$ cat src/rtl/multicycle_ctrl.sv
// Multi-cycle control FSM for ADDI / SW / ADD / SUB: sequences fetch, decode,
// execute, store and write-back over one shared req/ready memory port.
module multicycle_ctrl #(
  parameter logic [3:0] RESET_ALU_CTRL = 4'b1111
) (
  input  logic        clk,
  input  logic        rst_n,
  input  logic [6:0]  opcode,
  input  logic [2:0]  funct3,
  input  logic        funct7b5,
  input  logic        mem_ready,
  output logic        mem_req,
  output logic        mem_we,
  output logic        addr_sel,
  output logic        ir_we,
  output logic        pc_we,
  output logic        reg_we,
  output logic        alu_src_b,
  output logic        imm_sel,
  output logic [3:0]  alu_ctrl,
  output logic        illegal,
  output logic [31:0] instret
);

  localparam logic [2:0] S_FETCH  = 3'd0;
  localparam logic [2:0] S_DECODE = 3'd1;
  localparam logic [2:0] S_EXEC   = 3'd2;
  localparam logic [2:0] S_WB     = 3'd3;
  localparam logic [2:0] S_MEM    = 3'd4;
  localparam logic [2:0] S_HALT   = 3'd5;

  localparam logic [1:0] C_I    = 2'd0;
  localparam logic [1:0] C_S    = 2'd1;
  localparam logic [1:0] C_RADD = 2'd2;
  localparam logic [1:0] C_RSUB = 2'd3;

  localparam logic [6:0] OP_IMM   = 7'b0010011;
  localparam logic [6:0] OP_STORE = 7'b0100011;
  localparam logic [6:0] OP_REG   = 7'b0110011;

  localparam logic [3:0] ALU_SUB = 4'b0000;
  localparam logic [3:0] ALU_ADD = 4'b0001;

  logic [2:0]  state_q,   state_d;
  logic [1:0]  cls_q,     cls_d;
  logic        run_q,     run_d;
  logic [31:0] instret_q, instret_d;

  // Next-state, class capture and retire counting.
  always_comb begin
    // NOTE: every always_comb output gets a default first so no path leaves
    // it unassigned; otherwise synthesis infers a latch.
    state_d   = state_q;
    cls_d     = cls_q;
    instret_d = instret_q;
    run_d     = 1'b1;
    case (state_q)
      S_FETCH: begin
        if (run_q && mem_ready) state_d = S_DECODE;
      end
      S_DECODE: begin
        state_d = S_EXEC;
        if (opcode == OP_IMM && funct3 == 3'b000)
          cls_d = C_I;
        else if (opcode == OP_STORE && funct3 == 3'b010)
          cls_d = C_S;
        else if (opcode == OP_REG && funct3 == 3'b000)
          cls_d = funct7b5 ? C_RSUB : C_RADD;
        else
          state_d = S_HALT;
      end
      S_EXEC: begin
        state_d = (cls_q == C_S) ? S_MEM : S_WB;
      end
      S_WB: begin
        state_d   = S_FETCH;
        instret_d = instret_q + 32'd1;
      end
      S_MEM: begin
        if (mem_ready) begin
          state_d   = S_FETCH;
          instret_d = instret_q + 32'd1;
        end
      end
      S_HALT:  state_d = S_HALT;
      default: state_d = S_FETCH;
    endcase
  end

  // run_q holds off the first fetch until the first edge after reset release,
  // so every output is quiet while rst_n is low regardless of mem_ready.
  always_ff @(posedge clk or negedge rst_n) begin
    // NOTE: sequential state uses non-blocking assignments so all flops
    // update together from pre-edge values.
    if (!rst_n) begin
      state_q   <= S_FETCH;
      cls_q     <= C_I;
      run_q     <= 1'b0;
      instret_q <= 32'd0;
    end else begin
      state_q   <= state_d;
      cls_q     <= cls_d;
      run_q     <= run_d;
      instret_q <= instret_d;
    end
  end

  // Moore outputs, apart from the fetch strobes that qualify on mem_ready.
  always_comb begin
    mem_req   = 1'b0;
    mem_we    = 1'b0;
    addr_sel  = 1'b0;
    ir_we     = 1'b0;
    pc_we     = 1'b0;
    reg_we    = 1'b0;
    alu_src_b = 1'b0;
    imm_sel   = 1'b0;
    illegal   = 1'b0;
    alu_ctrl  = RESET_ALU_CTRL;
    case (state_q)
      S_FETCH: begin
        mem_req = run_q;
        ir_we   = run_q && mem_ready;
        pc_we   = run_q && mem_ready;
      end
      S_EXEC, S_WB, S_MEM: begin
        alu_ctrl  = (cls_q == C_RSUB) ? ALU_SUB : ALU_ADD;
        alu_src_b = (cls_q == C_I) || (cls_q == C_S);
        imm_sel   = (cls_q == C_S);
        if (state_q == S_WB) reg_we = 1'b1;
        if (state_q == S_MEM) begin
          mem_req  = 1'b1;
          mem_we   = 1'b1;
          addr_sel = 1'b1;
        end
      end
      S_HALT:  illegal = 1'b1;
      default: ;
    endcase
  end

  assign instret = instret_q;

endmodule
$ cat config.mk
export PLATFORM = sky130hd
export DESIGN_NAME = multicycle_ctrl
export DESIGN_NICKNAME = d
export VERILOG_FILES = /design/src/rtl/multicycle_ctrl.sv
export SDC_FILE = /design/constraint.sdc
export NUM_CORES = 1
export LEC_CHECK = 0
export BUFFER_PORTS_ARGS = -buffer_cell sky130_fd_sc_hd__buf_4
export CORE_MARGIN = 2
export CORE_UTILIZATION = 40
export DETAILED_ROUTE_END_ITERATION = 16
export REMOVE_ABC_BUFFERS = 1
export SETUP_SLACK_MARGIN = 0.15
export SYNTH_ARGS = -nofsm -noshare
export SYNTH_HDL_FRONTEND = slang
export SYNTH_SLANG_ARGS = --single-unit
export TNS_END_PERCENT = 20
$ cat constraint.sdc
create_clock -name clk -period 1.9 [get_ports clk]
set_clock_uncertainty 0.1 [all_clocks]
set_input_delay 0.095 -clock clk [delete_from_list [all_inputs] [get_ports clk]]
set_output_delay 0.095 -clock clk [all_outputs]
set_load 0.05 [all_outputs]
==> run metrics, run 1 <==
status=completed; Worst Hold Path Cells=3; Initial Utilization=0.4225; HP Class=in2reg; EDFF count, synth=0; max-cap viol count=0; critical path's slowest cell=dfrtp_1; clk_lat worst skew=~300 ps; Worst EP required=1700 ps; cell taking the most area after synthesis=dfrtp_1; dpl ws=132.6 ps; largest net degree at the start of global routing=39; commonest cells in the netlist=dfrtp_1 (38), xor2_1 (26), nor4_1 (16); initial antenna violation count=0; Seq cells post-synth=38; Netlist cell types=41; H-tree lvl count=2; total number of vias=1,731; Power Total=3.160 mW; CP arrival=1560 ps; IO Pins=59; Tmin final=1756 ps; RSZ-0062 raised after global routing=yes; Reg power frac=0.308; crit-path max FO=6; CP Launch Type=register; drt pass-1 iters=4; WL final=around 4600 um; PD cells=1115 nW/um2; routability cong.=0.7503; Clock Path Buffers=2; Crit path top cell by count=buf_6; switch share=0.4080; Std-Cell Rows=25; crit-path cells=buf_6 -> nor3_4 -> a21oi_1 -> buf_4 -> nand3b_1 -> buf_6; first-pass GRT wire length=7534 um; Final Setup Violations=0; clock sinks=38; vias in the first global route=1,602; Placed Area=2555 um2; Die X=around 75 um; Comb pwr share=0.431; layout cells sized above 1=0.3778; final slew viol count=0; ANT nets after route=0; post-DR vias/cell=5.136; post-synth top area share=0.4703; Max Clk Rate=around 0.57 GHz; count leader, synth=dfrtp_1; worst setup margin=143.7 ps; DR WL/cell=~14 um; worst hold slack=13.94 ps; initial DRC count=47; Layout Nets=284; ranking of synthesized cells by area=dfrtp_1 (47%), xor2_1 (11%), nor4_1 (5.0%), nand2_1 (2.8%), and4_1 (2.6%); post-synthesis cell count=197; crit end category=output port; Post-Syn Area=roughly 2000 um2; power share of the clock group=0.261; final worst path period share=0.9244; DRC viols=0; Antenna Cells=0; Num CTS Buffers=5; Internal=1.871 mW; Total GRT Usage=0.1755; Post-synth ARST share=1.000; core outline area=about 4800 um2; CTS tree=built; Critical Path Max Stage Delay=400 ps; final hold viol count=0; Detail Placement HPWL=3212 um; I/O Buffers=between 50 and 60; cell area after layout=about 2800 um2; GRT Residual Overflow=0; Layout fillers=about 440; Leakage=between 1 and 1.5 nW; die height=approximately 75 um; sequential area share after synthesis=0.4703; VDD IR max=1281 uV; Crit Path Category=reg2out; Worst Reg2Reg Path Length in Cells=5; Clk Tree Root Cell=clkbuf_8; total number of yosys warnings=0; Reg clk slew, reported paths=70 ps; die area=5639 um2; Mean Syn Cell Area=10.26 um2; area grow syn2layout=40.16%; Net Sw Power=1.289 mW; Top FF cell, synth=dfrtp_1
layout make-up:
type                       instances  area, um2  area share
multi-input combinational        138       1017      0.3589
sequential                        38      954.7      0.3369
timing repair buffer              77      606.8      0.2141
tap                               67      83.83     0.02958
clock buffer                       5      68.82     0.02428
clock inverter                     3      68.82     0.02428
inverter                           9      33.78     0.01192
layer usage:
layer / global-route usage / wire [um] / vias up
met3: 0.04150 / 245 / 5
met2: 0.2632 / 2105 / 48
met1: 0.2470 / 2212 / 838
li1: - / - / 840
met4: 0.06548 / 55 / 0
met5: 0 / 0 / -
state kept, by name, summed over array words and instances (netlist names):
| register | count |
|---|---|
| instret | 32 |
| state_q | 3 |
| cls_q | 2 |
| run_q | 1 |
stage by stage:
step / setup TNS [ps] / instances / util
2_1_floorplan: -24090 / 185 / -
3_3_place_gp: 0 / 322 / 0.5339
3_5_place_dp: 0 / 322 / 0.5339
4_1_cts: 0 / 333 / 0.5723
5_1_grt: 0 / 337 / 0.5922
6_report: 0 / 337 / 0.5922
power groups by stage:
stage / clock network (mW) / logic, mW / registers [mW]
after floorplan: 0 / 0.610 / 1.17
after CTS: 0.848 / 1.33 / 0.972
after detailed placement: 0 / 1.28 / 0.984
after global placement: 0 / 1.28 / 0.984
final: 0.825 / 1.36 / 0.974
after global routing: 0.880 / 1.43 / 0.984
cells by family after synthesis:
kind of cell | synth area share
other cells | 0.001855
simple gates | 0.2587
mux | 0.02104
compound gates | 0.04703
xor+xnor | 0.1343
fa+ha+maj | 0.006187
flops | 0.4703
buf+inv | 0.06064
repair_timing:
item,CTS,global route
resized for setup,4,15
endpoints found under the setup margin,12,22
pin swaps,1,1
endpoints found under the hold margin,39,0
hold buffers,2,0
buffers inserted,1,4
cells in the final DEF, fill, tap and decap left out, types with 2 or more instances in the layout:
| master | n |
|---|---|
| buf_6 | 3 |
| o21ai_0 | 3 |
| nor4b_1 | 2 |
| and4_1 | 5 |
| nand2b_1 | 2 |
| mux2_2 | 2 |
| a21oi_1 | 3 |
| nand3b_1 | 2 |
| nor4_2 | 8 |
| dlygate4sd3_1 | 2 |
| xor2_1 | 26 |
| xnor2_1 | 5 |
| clkbuf_8 | 5 |
| and3_1 | 3 |
| nand3_1 | 9 |
| nor2_1 | 8 |
| or3_1 | 2 |
| nand2_1 | 14 |
| mux2i_1 | 2 |
| buf_4 | 71 |
| nor4_1 | 9 |
| nor3b_1 | 2 |
| o311ai_0 | 2 |
| dfrtp_2 | 3 |
| nand4_1 | 3 |
| bufinv_16 | 2 |
| inv_1 | 9 |
| dfrtp_1 | 35 |
| nor3_1 | 9 |
critical path, delay by kind of cell (launching register included):
kind	cells	cell delay, ps
AO/OA/AOI/OAI	1	60
buffers and inverters	3	460
flip-flops	1	400
AND/OR/NAND/NOR	2	350
path summary, 6_finish.rpt:
| path | slack (ps) | end | startpoint |
|---|---|---|---|
| setup / recovery | 140 | alu_ctrl[0] | state_q[1] |
| hold / removal | 10 | cls_q[1] | opcode[4] |
| setup reg to reg | 190 | instret[28] | state_q[2] |
| hold reg to reg | 380 | instret[31] | instret[31] |
| max in group asynchronous | 1120 | instret[5] | rst_n |
| min in group asynchronous | 210 | instret[31] | rst_n |
Note: power is estimated with default switching activity, not from simulation.
==> run 2: changes to the inputs <==
--- a/config.mk
+++ b/config.mk
@@ -8,9 +8,12 @@
 export BUFFER_PORTS_ARGS = -buffer_cell sky130_fd_sc_hd__buf_4
 export CORE_MARGIN = 2
 export CORE_UTILIZATION = 40
+export CTS_BUF_LIST = sky130_fd_sc_hd__clkbuf_16
 export DETAILED_ROUTE_END_ITERATION = 16
+export MAX_ROUTING_LAYER = met4
 export REMOVE_ABC_BUFFERS = 1
 export SETUP_SLACK_MARGIN = 0.15
+export SKIP_CTS_REPAIR_TIMING = 1
 export SYNTH_ARGS = -nofsm -noshare
 export SYNTH_HDL_FRONTEND = slang
 export SYNTH_SLANG_ARGS = --single-unit
==> run 2 against run 1 <==
Against the previous run: the run now ends with negative hold slack left; highest routed layer unchanged; flip-flop and latch count is the same; first-iteration DRC count up 19%; non-clock buffer count shrank 5; largest cell class unchanged; sequential power grew 0.4%; critical endpoint unchanged; critical path depth stayed put.
==> run metrics, run 2 (synthesized netlist as in run 1, its figures left out) <==
crit end category=output port; GRT Residual Overflow=0 (unchanged); r2r setup slk=200 ps (about the same); total number of vias=1,716 (-0.87%); CP Launch Type=register; DRC viols=0 (unchanged); GR Layer Usage met1=0.2447 (-0.002331); initial antenna violation count=0 (unchanged); Die X=75.10 um (unchanged); Initial Utilization=0.4225 (unchanged); routability cong.=0.7599 (+1.3%); final slew viol count=0 (unchanged); I/O Buffers=58 (unchanged); max-cap viol count=0 (unchanged); vias in the first global route=1,604 (+0.12%); final hold viol count=1 (+1); largest net degree at the start of global routing=39 (unchanged); most common cell after layout, fill and taps aside=buf_4; Crit Path Category=reg2out; VDD IR max=1300 uV (+1.5%); Power Total=3.410 mW (+7.9%); Std-Cell Rows=25 (unchanged); first-pass GRT wire length=7479 um (-0.73%); critical path's slowest cell=dfrtp_1; Final Setup Violations=0 (unchanged); Detail Placement HPWL=3212 um (unchanged); H-tree lvl count=2 (unchanged); Antenna Cells=0 (unchanged); layout cells sized above 1=0.3736 (-0.004193); Critical Path Max Stage Delay=390 ps (about the same); final worst path period share=0.9270 (+0.002614); DR WL/cell=13.95 um (+1.8%); die area=5639 um2 (unchanged); clock sinks=38 (unchanged); cell area after layout=2865 um2 (+1.1%); Inst Count DP=322 (unchanged); max reg flops=32 (unchanged); Worst EP required=1700 ps (about the same); Clock Path Buffers=2 (unchanged); post-DR vias/cell=5.169 (+0.63%); most frequent cells in the layout=buf_4 (66), dfrtp_1 (36), xor2_1 (26); worst hold slack=-12.02 ps (-25.96 ps); status=finished, violations left; Max Clk Rate=0.5678 GHz (-0.28%); Reg clk slew, reported paths=60 ps (about the same); fin cells=332 (-1.5%); Crit path top cell by count=buf_4; Layout Nets=279 (-1.8%); crit-path max FO=7 (+1); HP Class=in2reg; area grow syn2layout=41.71%; WL final=4633 um (+0.30%); ANT nets after route=0 (unchanged); Tmin final=1761 ps (+4.966 ps); Placed Area=2555 um2 (unchanged); CP arrival=1570 ps (about the same); die height=75.10 um (unchanged); Clk Tree Root Cell=clkbuf_16; grt peak-use layer=met2; IO Pins=59 (unchanged); PD cells=1190 nW/um2 (+6.7%); Num CTS Buffers=5 (unchanged); Total GRT Usage=0.1781 (+0.002640); failing checks=negative hold slack; RSZ-0062 raised after global routing=yes; drt pass-1 iters=4 (unchanged); clk_lat worst skew=280 ps (-20 ps); core outline area=4786 um2 (unchanged); crit-path cells=buf_4 -> nor3_4 -> a21oi_1 -> buf_4 -> nand3b_1 -> buf_6; met3 Use GR=0.03614 (-0.005355); initial DRC count=56 (+19%); Leakage=1.440 nW (+0.32%); CTS tree=built; grt met2 use=0.2661 (+0.002924)
## run 2: worst paths after layout
path                                  start           to  depth (start not counted)
worst max-delay path             state_q[1]  alu_ctrl[0]                          6
worst min-delay path              mem_ready   state_q[2]                          2
worst max register to register   instret[7]  instret[27]                          4
worst min register to register  instret[31]  instret[31]                          1
max in group asynchronous             rst_n   instret[6]                          2
min in group asynchronous             rst_n  instret[25]                          2
## run 2: power by group
group | internal (mW) | switching, mW | total, mW
sequential | 0.883 | 0.0947 | 0.978
clock | 0.754 | 0.325 | 1.08
combinational | 0.453 | 0.901 | 1.35
total | 2.09 | 1.32 | 3.41
## run 2: cell type report
class	instances	area, um2
clock buffers	5	125.1
repair buffers	72	570.5
fillers	425	1921
multi-input cells	138	1030
flip-flops and latches	38	953.4
well taps	67	83.83
inverters	9	33.78
clock inverters	3	68.82
## run 2: per-stage QoR
| stage | utilization | setup slack (ps) | setup TNS (ps) |
|---|---|---|---|
| after floorplan | - | -4018 | -24090 |
| after global placement | 0.5339 | 130.7 | 0 |
| after global routing | 0.5987 | 77.04 | 0 |
| after CTS | 0.5744 | -51.12 | -51.12 |
| final | 0.5987 | 138.7 | 0 |
| after detailed placement | 0.5339 | 132.6 | 0 |
## run 2: per-layer routing
layer  part of all wire  wire length (um)
met5                  0                 0
met1               0.49              2260
met4             0.0082                38
met2               0.46              2120
met3              0.046               214
## run 2: worst max-delay path: cells and delay by family (launching register included)
kind	cells	cell delay [ps]
flip-flops	1	390
AND/OR/NAND/NOR	2	340
buffers and inverters	3	500
AO/OA/AOI/OAI	1	60
